`src/rtl/spi_tx_sequencer.sv`:
```
// spi_tx_sequencer: drains burst_len fifo words into the SPI shifter in one cs_n frame.
// Optional underflow timeout abort is compiled in with `define SPI_SEQ_TIMEOUT_EN.
module spi_tx_sequencer #(
  parameter  int DATA_WIDTH      = 8,
  parameter  int MAX_BURST       = 256,
  parameter  int CS_SETUP_CYCLES = 2,
  parameter  int CS_HOLD_CYCLES  = 2,
  parameter  int TIMEOUT_CYCLES  = 1024,
  localparam int BL_W            = $clog2(MAX_BURST) + 1
) (
  input  logic                  clk,
  input  logic                  reset,
  input  logic                  start,
  input  logic [BL_W-1:0]       burst_len,
  input  logic [DATA_WIDTH-1:0] fifo_data,
  input  logic                  fifo_empty,
  output logic                  fifo_read_enable,
  output logic [DATA_WIDTH-1:0] shift_data,
  output logic                  shift_start,
  input  logic                  shift_done,
  output logic                  cs_n,
  output logic                  busy,
  output logic                  frame_done,
  output logic [BL_W-1:0]       words_left,
  output logic                  aborted
);

  localparam int CMAX = (CS_SETUP_CYCLES > CS_HOLD_CYCLES) ?
                        CS_SETUP_CYCLES : CS_HOLD_CYCLES;
  localparam int CW   = $clog2(CMAX + 1);

  typedef enum logic [2:0] {
    S_IDLE,
    S_SETUP,
    S_LOAD,
    S_SHIFT,
    S_HOLD
  } state_t;

  state_t                r_state;
  logic [CW-1:0]         r_cnt;
  logic [BL_W-1:0]       r_words;
  logic [DATA_WIDTH-1:0] r_data;
  logic                  r_cs_n;
  logic                  r_busy;
  logic                  r_rd;
  logic                  r_start;
  logic                  r_fd;
  logic                  w_bl_ok;

  assign w_bl_ok = (burst_len != '0) &&
                   (burst_len <= BL_W'(MAX_BURST));

`ifdef SPI_SEQ_TIMEOUT_EN
  localparam int SW = $clog2(TIMEOUT_CYCLES + 1);
  logic [SW-1:0] r_stall;
  logic          r_abort;
  assign aborted = r_abort;
`else
  // Constant low; the parameter only matters in the timeout build.
  assign aborted = (TIMEOUT_CYCLES < 0);
`endif

  assign fifo_read_enable = r_rd;
  assign shift_data       = r_data;
  assign shift_start      = r_start;
  assign cs_n             = r_cs_n;
  assign busy             = r_busy;
  assign frame_done       = r_fd;
  assign words_left       = r_words;

  // The cycle that launches or sees shift_done counts toward setup/hold,
  // so the wait states start their counters at 1.
  always_ff @(posedge clk or posedge reset) begin
    if (reset) begin
      r_state <= S_IDLE;
      r_cnt   <= '0;
      r_words <= '0;
      r_data  <= '0;
      r_cs_n  <= 1'b1;
      r_busy  <= 1'b0;
      r_rd    <= 1'b0;
      r_start <= 1'b0;
      r_fd    <= 1'b0;
`ifdef SPI_SEQ_TIMEOUT_EN
      r_stall <= '0;
      r_abort <= 1'b0;
`endif
    end else begin
      r_rd    <= 1'b0;
      r_start <= 1'b0;
      r_fd    <= 1'b0;
`ifdef SPI_SEQ_TIMEOUT_EN
      r_abort <= 1'b0;
`endif
      unique case (r_state)
        S_IDLE: begin
          if (start && w_bl_ok) begin
            r_words <= burst_len;
            r_cs_n  <= 1'b0;
            r_busy  <= 1'b1;
            r_cnt   <= CW'(1);
`ifdef SPI_SEQ_TIMEOUT_EN
            r_stall <= '0;
`endif
            r_state <= (CS_SETUP_CYCLES > 1) ? S_SETUP : S_LOAD;
          end
        end
        S_SETUP: begin
          if (r_cnt >= CW'(CS_SETUP_CYCLES - 1)) begin
            r_state <= S_LOAD;
          end else begin
            r_cnt <= r_cnt + 1'b1;
          end
        end
        S_LOAD: begin
          if (!fifo_empty) begin
            r_data  <= fifo_data;
            r_start <= 1'b1;
            r_rd    <= 1'b1;
            if (r_words != '0) begin
              r_words <= r_words - 1'b1;
            end
            r_state <= S_SHIFT;
`ifdef SPI_SEQ_TIMEOUT_EN
            r_stall <= '0;
          end else if (r_stall >= SW'(TIMEOUT_CYCLES - 1)) begin
            r_words <= '0;
            r_abort <= 1'b1;
            r_cnt   <= '0;
            r_state <= S_HOLD;
          end else begin
            r_stall <= r_stall + 1'b1;
`endif
          end
        end
        S_SHIFT: begin
          if (shift_done) begin
            if (r_words != '0) begin
              r_state <= S_LOAD;
            end else if (CS_HOLD_CYCLES == 1) begin
              r_cs_n  <= 1'b1;
              r_busy  <= 1'b0;
              r_fd    <= 1'b1;
              r_state <= S_IDLE;
            end else begin
              r_cnt   <= CW'(1);
              r_state <= S_HOLD;
            end
          end
        end
        S_HOLD: begin
          if (r_cnt >= CW'(CS_HOLD_CYCLES - 1)) begin
            r_cs_n  <= 1'b1;
            r_busy  <= 1'b0;
            r_fd    <= 1'b1;
            r_cnt   <= '0;
            r_state <= S_IDLE;
          end else begin
            r_cnt <= r_cnt + 1'b1;
          end
        end
        default: r_state <= S_IDLE;
      endcase
    end
  end

endmodule

```
`config.mk`:
```
export PLATFORM = sky130hd
export DESIGN_NAME = spi_tx_sequencer
export DESIGN_NICKNAME = d
export VERILOG_FILES = /design/src/rtl/spi_tx_sequencer.sv
export SDC_FILE = /design/constraint.sdc
export NUM_CORES = 1
export LEC_CHECK = 0
export ABC_AREA = 1
export CORE_MARGIN = 5
export CORE_UTILIZATION = 48
export CTS_BUF_LIST = sky130_fd_sc_hd__clkbuf_8 sky130_fd_sc_hd__clkbuf_16
export DETAILED_ROUTE_END_ITERATION = 6
export GPL_ROUTABILITY_DRIVEN = 0
export MAX_ROUTING_LAYER = met4
export PLACE_DENSITY = 0.8
export SLEW_MARGIN = 20
export SYNTH_ARGS = -nofsm -noshare
export SYNTH_HDL_FRONTEND = slang
export SYNTH_SLANG_ARGS = --single-unit
```
`constraint.sdc`:
```
create_clock -name clk -period 1.73 [get_ports clk]
set_input_delay 0.173 -clock clk [delete_from_list [all_inputs] [get_ports clk]]
set_output_delay 0.173 -clock clk [all_outputs]
set_load 0.01 [all_outputs]
```
# Word level (Yosys, flattened, before mapping)
# Cells that the tools add are included.
[op_classes] muxes=27 magnitude_cmp=2 n_reduce_logical=13 bitwise_logic=1 eq_ne=12 addsub=2
[op_table] op="9-bit two-way mux" n=3
[op_table] op="3-bit two-way mux" n=6
[op_table] op="9-bit case mux with 2 select lines" n=1
[op_table] op="9-bit nonzero test" n=2
[op_table] op="2-bit != test (second input constant)" n=8
[op_table] op="3-bit case mux with 5 select lines" n=1
[op_table] op="2-bit two-way mux" n=5
[op_table] op="5-bit AND reduction" n=2
[op_table] op="9-bit less-or-equal comparator (second input constant)" n=1
[op_table] op="9-bit by 1-bit subtractor with 9-bit output (second input constant)" n=1
[op_table] op="1-bit two-way mux" n=8
[op_table] op="2-bit case mux with 4 select lines" n=1
[op_table] op="3-bit by 2-bit == test with 1-bit output (second input constant)" n=2
[op_table] op="1-bit case mux with 2 select lines" n=2
[op_table] op="4-bit AND reduction" n=1
[op_table] op="2-bit nonzero test" n=2
[op_table] op="4-bit nonzero test" n=1
[op_table] op="3-bit by 1-bit == test with 1-bit output (second input constant)" n=1
[op_table] op="3-bit == test (second input constant)" n=1
[op_table] op="3-bit zero test" n=1
[op_table] op="3-bit AND reduction" n=1
[op_table] op="2-bit by 1-bit adder with 2-bit output (second input constant)" n=1
[op_table] op="2-bit by 1-bit >= comparator with 1-bit output (second input constant)" n=1
[op_table] op="1-bit logical AND" n=2
[op_table] op="other kinds (2)" n=2
[totals] output_inout_bits=23 ff_bits=26 inputBits=22 wordCells=65

# Longest topological paths before layout
# Gate-level depths: netlist of run 1.
[depth] word_depth=5 mapped_depth=10 mapped_depth_nobuf=10

# Least setup slack after synthesis of run 1
# Ideal clock, no wire load.
[synth_path] kind="register to register" from="register r_words[0], in the netlist words_left[0]" to="register r_words[7], in the netlist words_left[7]" t_required_ns=1.612 stages_incl_launch_ff=11 n_path_buf=0 slack_ns=0.211 period_less_slack_ns=1.519 t_arrival_ns=1.401 setup_time_ns=0.118 path_cell_list="dfrtp_1 -> inv_1 -> ha_1 -> nand2_2 -> nor2_2 -> nand2_2 -> nand2_2 -> o21ai_4 -> nand3_4 -> nand2_1 -> nand2_1"
[synth_via] elab_chain_len=4
[synth_rtl] item="from (decl)" line_no="42" text="logic [BL_W-1:0] r_words;"
[synth_rtl] item="from (signal assigned)" line_no="99" text="r_words <= burst_len;"
[synth_rtl] item="from (signal assigned)" line_no="122" text="r_words <= r_words - 1'b1;"
[synth_rtl] item="9-bit by 1-bit subtractor with 9-bit output" line_no="122"
[synth_rtl] item="9-bit two-way mux" line_no="121" text="if (r_words != '0) begin"
[synth_rtl] item="9-bit two-way mux" line_no="117" text="if (!fifo_empty) begin"
[synth_rtl] item="9-bit case mux with 2 select lines" line_no="96" text="unique case (r_state)"
# Several ways; a longest one is shown, not always the timed one. The select of a mux whose other input is x is not followed.
# A chain may end at the register's enable or synchronous reset.

# Final worst setup path of run 1
# Same ends and word-level chain as after synthesis.

==> flow_metrics.env, run 1 <==
export IMPL_max_freq_mhz=621.2
export IMPL_synth_seq_cells=26
export IMPL_cts_sinks=26
export IMPL_die_w_um=68.12
export IMPL_reg2reg_depth=10
export IMPL_yosysMostFrequentCell="nand2_1"
export IMPL_first_global_vias=1471
export IMPL_clock_latency_ns=0.27
export IMPL_critical_path_class="flop to flop"
export IMPL_whs_ns=0.2669
export IMPL_grt_max_degree=27
export IMPL_tritoncts="built"
export IMPL_drtPass1Iterations=4
export IMPL_dp_hpwl_mm=3.077
export IMPL_synth_main_ff_cell="dfrtp_1"
export IMPL_hold_violations=0
export IMPL_fin_worst_skew_ns=0.003484
export IMPL_synth_cells=222
export IMPL_placed_cell_area_um2=2145
export IMPL_fill_cells=296
export IMPL_ys_types=31
export IMPL_slew_violations=0
export IMPL_synthTopCellsByArea="dfrtp_1 (39%), nand2_1 (20%), nand4_1 (6.2%), nor2_1 (4.4%), inv_1 (4.2%)"
export IMPL_min_period_ns=1.610
export IMPL_ant_nets=0
export IMPL_die_area_um2=4640
export IMPL_worst_ir_drop_vdd_v=0.0009835
export IMPL_area_growth_pct=36.81
export IMPL_status="completed"
export IMPL_antennaDiodeCount=0
export IMPL_synth_top_area_share_pct=38.58
export IMPL_syn_avg_cell_area_um2=7.304
export IMPL_finalNetCount=299
export IMPL_cp_startpoint="words_left[0]$_DFFE_PP0P_"
export IMPL_fin_crit_sh_pct=93.05
export IMPL_path_max_fanout=10
export IMPL_cts_buffer_depth=2
export IMPL_synthTopCellsByCount="nand2_1 (87), dfrtp_1 (25), nor2_1 (19)"
export IMPL_cts_buffers=3
export IMPL_grt_pass1_wl_mm=6.430
export IMPL_r2r_slack_ns=0.12
export IMPL_hp_class="input port to async pin"
export IMPL_path_clk_slew_ns=0.09
export IMPL_drc=0
export IMPL_setup_viol=0
export IMPL_power_density_nw_per_um2=1813
export IMPL_drv_cap=0
export IMPL_yosysSeqAreaShare_pct=40.20
export IMPL_synth_edf_count=0
export IMPL_synthesis_area_um2=1622
export IMPL_synth_nets=247
export IMPL_yosys_warnings=0
export IMPL_ctsRootBufferMaster="clkbuf_8"
export IMPL_rr_startpoint="words_left[0]$_DFFE_PP0P_"
export IMPL_drt_iter0_drc=96
export IMPL_pin_count=45
export IMPL_wl_per_cell_um=12.37
export IMPL_post_cts_buffers=0
export IMPL_rows=21
export IMPL_port_buffer_count=43
export IMPL_postSynth_asyncResetShare_pct=100.0
export IMPL_drive_above_1_share_pct=13.92
export IMPL_via_per_inst=4.984
export IMPL_wl_mm=3.945
export IMPL_yosys_area_top_type="dfrtp_1"
export IMPL_multi_input_comb_area_um2=859.6
export IMPL_htree_num_levels=1
export IMPL_start_util_pct=48.98
export IMPL_dr_total_vias=1590
export IMPL_endpoint="words_left[7]$_DFFE_PP0P_"
export IMPL_end_kind="flop"
export IMPL_dieHeight_um=68.12
export IMPL_worstReg2RegEnd="words_left[7]$_DFFE_PP0P_"
export IMPL_critPathLaunchType="flop"
export IMPL_antenna_found_initial=0
export IMPL_fin_area_um2=2218
export IMPL_grt_util_all_layers_pct=18.90
export IMPL_worstPathArrival_ns=1.83
export IMPL_crit_required_ns=1.95
export IMPL_grt_ovfl_total=0
export IMPL_final_seq_area_um2=651.9
export IMPL_core_um2=3311
export IMPL_p_leak_nw=1.099
==> how the worst min path moves through the flow <==
| stage | start | to | slack [ns] | cells after the start |
|---|---|---|---|---|
| 6_report | reset | shift_data[4]$_DFFE_PP0P_ | 0.27 | 3 |
| 5_1_grt | reset | busy$_DFFE_PP0P_ | 0.29 | 3 |
| 4_1_cts | reset | shift_data[4]$_DFFE_PP0P_ | 0.28 | 3 |
| 3_5_place_dp | shift_data[1]$_DFFE_PP0P_ | shift_data[1]$_DFFE_PP0P_ | 0.46 | 2 |
| 3_3_place_gp | shift_data[1]$_DFFE_PP0P_ | shift_data[1]$_DFFE_PP0P_ | 0.45 | 2 |
| 2_1_floorplan | reset | busy$_DFFE_PP0P_ | 0.21 | 1 |
==> flip-flops by register name, summed over array words and instances (netlist names) <==
name,count
frame_done,1
r_cnt,2
shift_data,8
shift_start,1
words_left,9
busy,1
cs_n,1
r_state,3
==> area by class of cell <==
type                            count  area share [%]
Clock buffer                        3           1.861
Inverter                           20           3.610
Clock inverter                      1           1.354
Timing Repair Buffer               52           22.45
Multi-Input combinational cell    171           38.75
Tap cell                           46           2.594
Sequential cell                    26           29.39
==> cell families after synthesis <==
| kind of cell | synth area share [%] |
|---|---|
| flops | 40.20 |
| simple gates | 43.06 |
| fa+ha+maj | 2.315 |
| buf+inv | 6.944 |
| compound gates | 6.713 |
| xor+xnor | 0.5402 |
| other cells | 0.2313 |
==> worst max-delay path, stage by stage (launching register included) <==
cell     delay (ns)
dfrtp_1        0.40
inv_1          0.09
ha_2           0.23
nand2_2        0.10
nor2_2         0.12
nand2_2        0.09
nand2_2        0.08
o21ai_4        0.11
nand3_4        0.16
nand2_1        0.08
nand2_1        0.07
==> cells in the final DEF, fill, tap and decap left out, types with 3 or more instances in the layout <==
cell,instances
nand2_1,87
clkdlybuf4s50_1,43
dfrtp_1,25
nor2_1,19
inv_1,18
nand4_1,16
buf_4,9
nand3_1,8
o21ai_0,7
nor2_2,6
nand2_2,5
nand2_4,3
clkbuf_8,3
==> layer usage <==
metal	GRT usage [%]	wire [um]
met1	25.23	1768
met2	30.45	1886
met3	3.120	264
met4	3.722	25
met5	-	0
==> where the power goes <==
group	internal (mW)	switching, mW
sequential	0.866	0.225
clock	0.310	0.193
combinational	1.06	1.36
total	2.24	1.78
==> per-stage QoR <==
stage                     setup TNS, ns  utilization, %  total power [mW]  instances  worst slack (ns)
after floorplan                       0               -             2.603        222            0.2111
after global placement                0           64.78             3.454        315           0.05331
after detailed placement              0           64.78             3.515        315          0.001292
after CTS                             0           66.93             4.029        319           0.06773
after global routing          -0.001770           67.01             4.362        319         -0.001770
final                                 0           67.01             4.021        319            0.1203
==> timing repair <==
item	CTS	global route
gates resized for setup	0	1
endpoints found under the setup margin	0	9
hold buffers	0	0
endpoints found under the hold margin	0	0
No activity file was read; power rests on OpenSTA's default activity.
==> run 2, diff against run 1 <==
- CORE_UTILIZATION: 48 -> 50
- DONT_BUFFER_PORTS: not set -> 1
- PLACE_DENSITY: 0.8 -> 0.69
==> run 2 against run 1 <==
Effect of this change:
- worst setup slack better by 0.044 ns
- sequential share of layout area up 6.6 points
- largest power group unchanged
- highest routed layer unchanged
- sequential power up 5%
- design area down 18%
- first-iteration DRC count down 41%
- power down 11%
- critical path depth unchanged
- non-clock buffer count down 40
==> flow_metrics.env, run 2 (synthesized netlist as in run 1, its figures left out) <==
export IMPL_status="completed"
export IMPL_p_leak_nw=0.9502
export IMPL_min_period_ns=1.566
export IMPL_area_growth_pct=11.65
export IMPL_port_buffer_count=0
export IMPL_antenna_found_initial=0
export IMPL_final_cell_mix="nand2_1 (87), dfrtp_1 (25), nor2_1 (19)"
export IMPL_wl_per_cell_um=13.41
export IMPL_final_common_cell="nand2_1"
export IMPL_path_max_fanout=10
export IMPL_ant_nets=0
export IMPL_holdPathEnd="shift_data[4]$_DFFE_PP0P_"
export IMPL_worstPathArrival_ns=1.78
export IMPL_end_kind="flop"
export IMPL_hp_class="input port to flop"
export IMPL_wl_mm=3.714
export IMPL_largest_reg_flops=9
export IMPL_worstReg2RegEnd="words_left[2]$_DFFE_PP0P_"
export IMPL_via_per_inst=5.209
export IMPL_grt_pass1_wl_mm=6.396
export IMPL_clock_latency_ns=0.27
export IMPL_setup_tns_ns=0
export IMPL_setup_viol=0
export IMPL_drc=0
export IMPL_die_area_um2=4482
export IMPL_tritoncts="built"
export IMPL_seqPwrFrac_pct=31.7
export IMPL_p_sw_share_pct=47.50
export IMPL_dp_hpwl_mm=2.994
export IMPL_worstHoldStart="fifo_data[4]"
export IMPL_grt_max_degree=17
export IMPL_hold_violations=0
export IMPL_rows=20
export IMPL_pin_count=45
export IMPL_pwr_share_comb_pct=54.4
export IMPL_max_freq_mhz=638.7
export IMPL_worst_ir_drop_vdd_v=0.001208
export IMPL_die_w_um=66.95
export IMPL_drt_iter0_drc=57
export IMPL_dieHeight_um=66.95
export IMPL_power_density_nw_per_um2=1980
export IMPL_finalPower_mw=3.585
export IMPL_clockPowerShare_pct=13.9
export IMPL_start_util_pct=52.68
export IMPL_core_um2=3078
export IMPL_crit_required_ns=1.94
export IMPL_r2r_slack_ns=0.16
export IMPL_drv_cap=0
export IMPL_cts_sinks=26
export IMPL_ctsRootBufferMaster="clkbuf_8"
export IMPL_rsz0062_at_grt="no"
export IMPL_slew_violations=0
export IMPL_htree_num_levels=1
export IMPL_cts_buffer_depth=2
export IMPL_reg2reg_depth=10
export IMPL_fin_worst_skew_ns=0.004253
export IMPL_critPathLaunchType="flop"
export IMPL_cts_hold_buf=2
export IMPL_whs_path_depth=2
export IMPL_ctsResizeCount=0
export IMPL_fin_crit_sh_pct=90.50
export IMPL_first_global_vias=1401
export IMPL_path_clk_slew_ns=0.09
export IMPL_rr_startpoint="words_left[0]$_DFFE_PP0P_"
export IMPL_dr_total_vias=1443
export IMPL_drtPass1Iterations=4
export IMPL_whs_ns=0.01389
export IMPL_grt_ovfl_total=0
export IMPL_antennaDiodeCount=0
export IMPL_power_switching_mw=1.703
export IMPL_cts_buffers=3
export IMPL_drive_above_1_share_pct=16.31
export IMPL_grt_util_all_layers_pct=18.96
export IMPL_finalNetCount=259
export IMPL_post_cts_buffers=0
export IMPL_internal_power_mw=1.882
export IMPL_critical_path_class="flop to flop"
==> run 2: cell types whose count changed in the layout (fill, tap and decap cells not counted) <==
| cell | delta |
|---|---|
| buf_4 | +1 |
| clkdlybuf4s50_1 | -43 |
| dlygate4sd3_1 | +2 |
| ha_1 | +1 |
| ha_2 | -1 |
==> run 2: metrics by stage <==
stage	util, %	worst slack (ns)	instances	instance area (um^2)
final	58.82	0.1643	277	1810
after global routing	58.82	0.01167	277	1810
after CTS	58.82	0.1521	277	1810
after detailed placement	55.85	0.1732	271	1719
after global placement	55.85	0.2082	271	1719
after floorplan	-	0.2111	222	1622
==> run 2: cell type report <==
class                   count  area, um^2
fillers                   297        1267
multi-input cells         171       857.1
flip-flops and latches     26       651.9
repair buffers             12       95.09
inverters                  20       80.08
well taps                  44       55.05
clock buffers               3       41.29
clock inverters             1       30.03
==> run 2: metal layers <==
layer | up-vias | part of all wire, % | GRT usage [%]
met5 | - | 0 | -
met4 | 0 | 0.22 | 0.7595
met3 | 2 | 5.8 | 4.047
met2 | 40 | 48 | 31.06
met1 | 671 | 46 | 25.58
li1 | 730 | - | -
==> run 2: worst max-delay path by stage <==
stage | startpoint | end | slack (ns) | cells after the start
detailed placement | words_left[0]$_DFFE_PP0P_ | words_left[2]$_DFFE_PP0P_ | 0.17 | 10
floorplan | words_left[0]$_DFFE_PP0P_ | words_left[7]$_DFFE_PP0P_ | 0.21 | 10
finish | words_left[0]$_DFFE_PP0P_ | words_left[2]$_DFFE_PP0P_ | 0.16 | 10
CTS | words_left[0]$_DFFE_PP0P_ | words_left[2]$_DFFE_PP0P_ | 0.15 | 10
global route | words_left[0]$_DFFE_PP0P_ | words_left[8]$_DFFE_PP0P_ | 0.01 | 10
global placement | words_left[0]$_DFFE_PP0P_ | words_left[2]$_DFFE_PP0P_ | 0.21 | 10
==> run 2: worst max-delay path: stages (launching register included) <==
cell and delay, ns:
dfrtp_1 0.38, inv_1 0.10, ha_1 0.25, nand2_2 0.11, nor2_2 0.12, nand2_2 0.08, nand2_2 0.08, o21ai_4 0.10
nand3_4 0.15, nand2_1 0.06, nand2_1 0.07
==> run 2: power groups by stage <==
stage | clock, mW | combinational (mW) | sequential (mW)
final | 0.500 | 1.95 | 1.14
after detailed placement | 0 | 1.94 | 1.15
after CTS | 0.503 | 1.96 | 1.14
after global placement | 0 | 1.93 | 1.15
after global routing | 0.533 | 2.24 | 1.17
after floorplan | 0 | 1.43 | 1.17
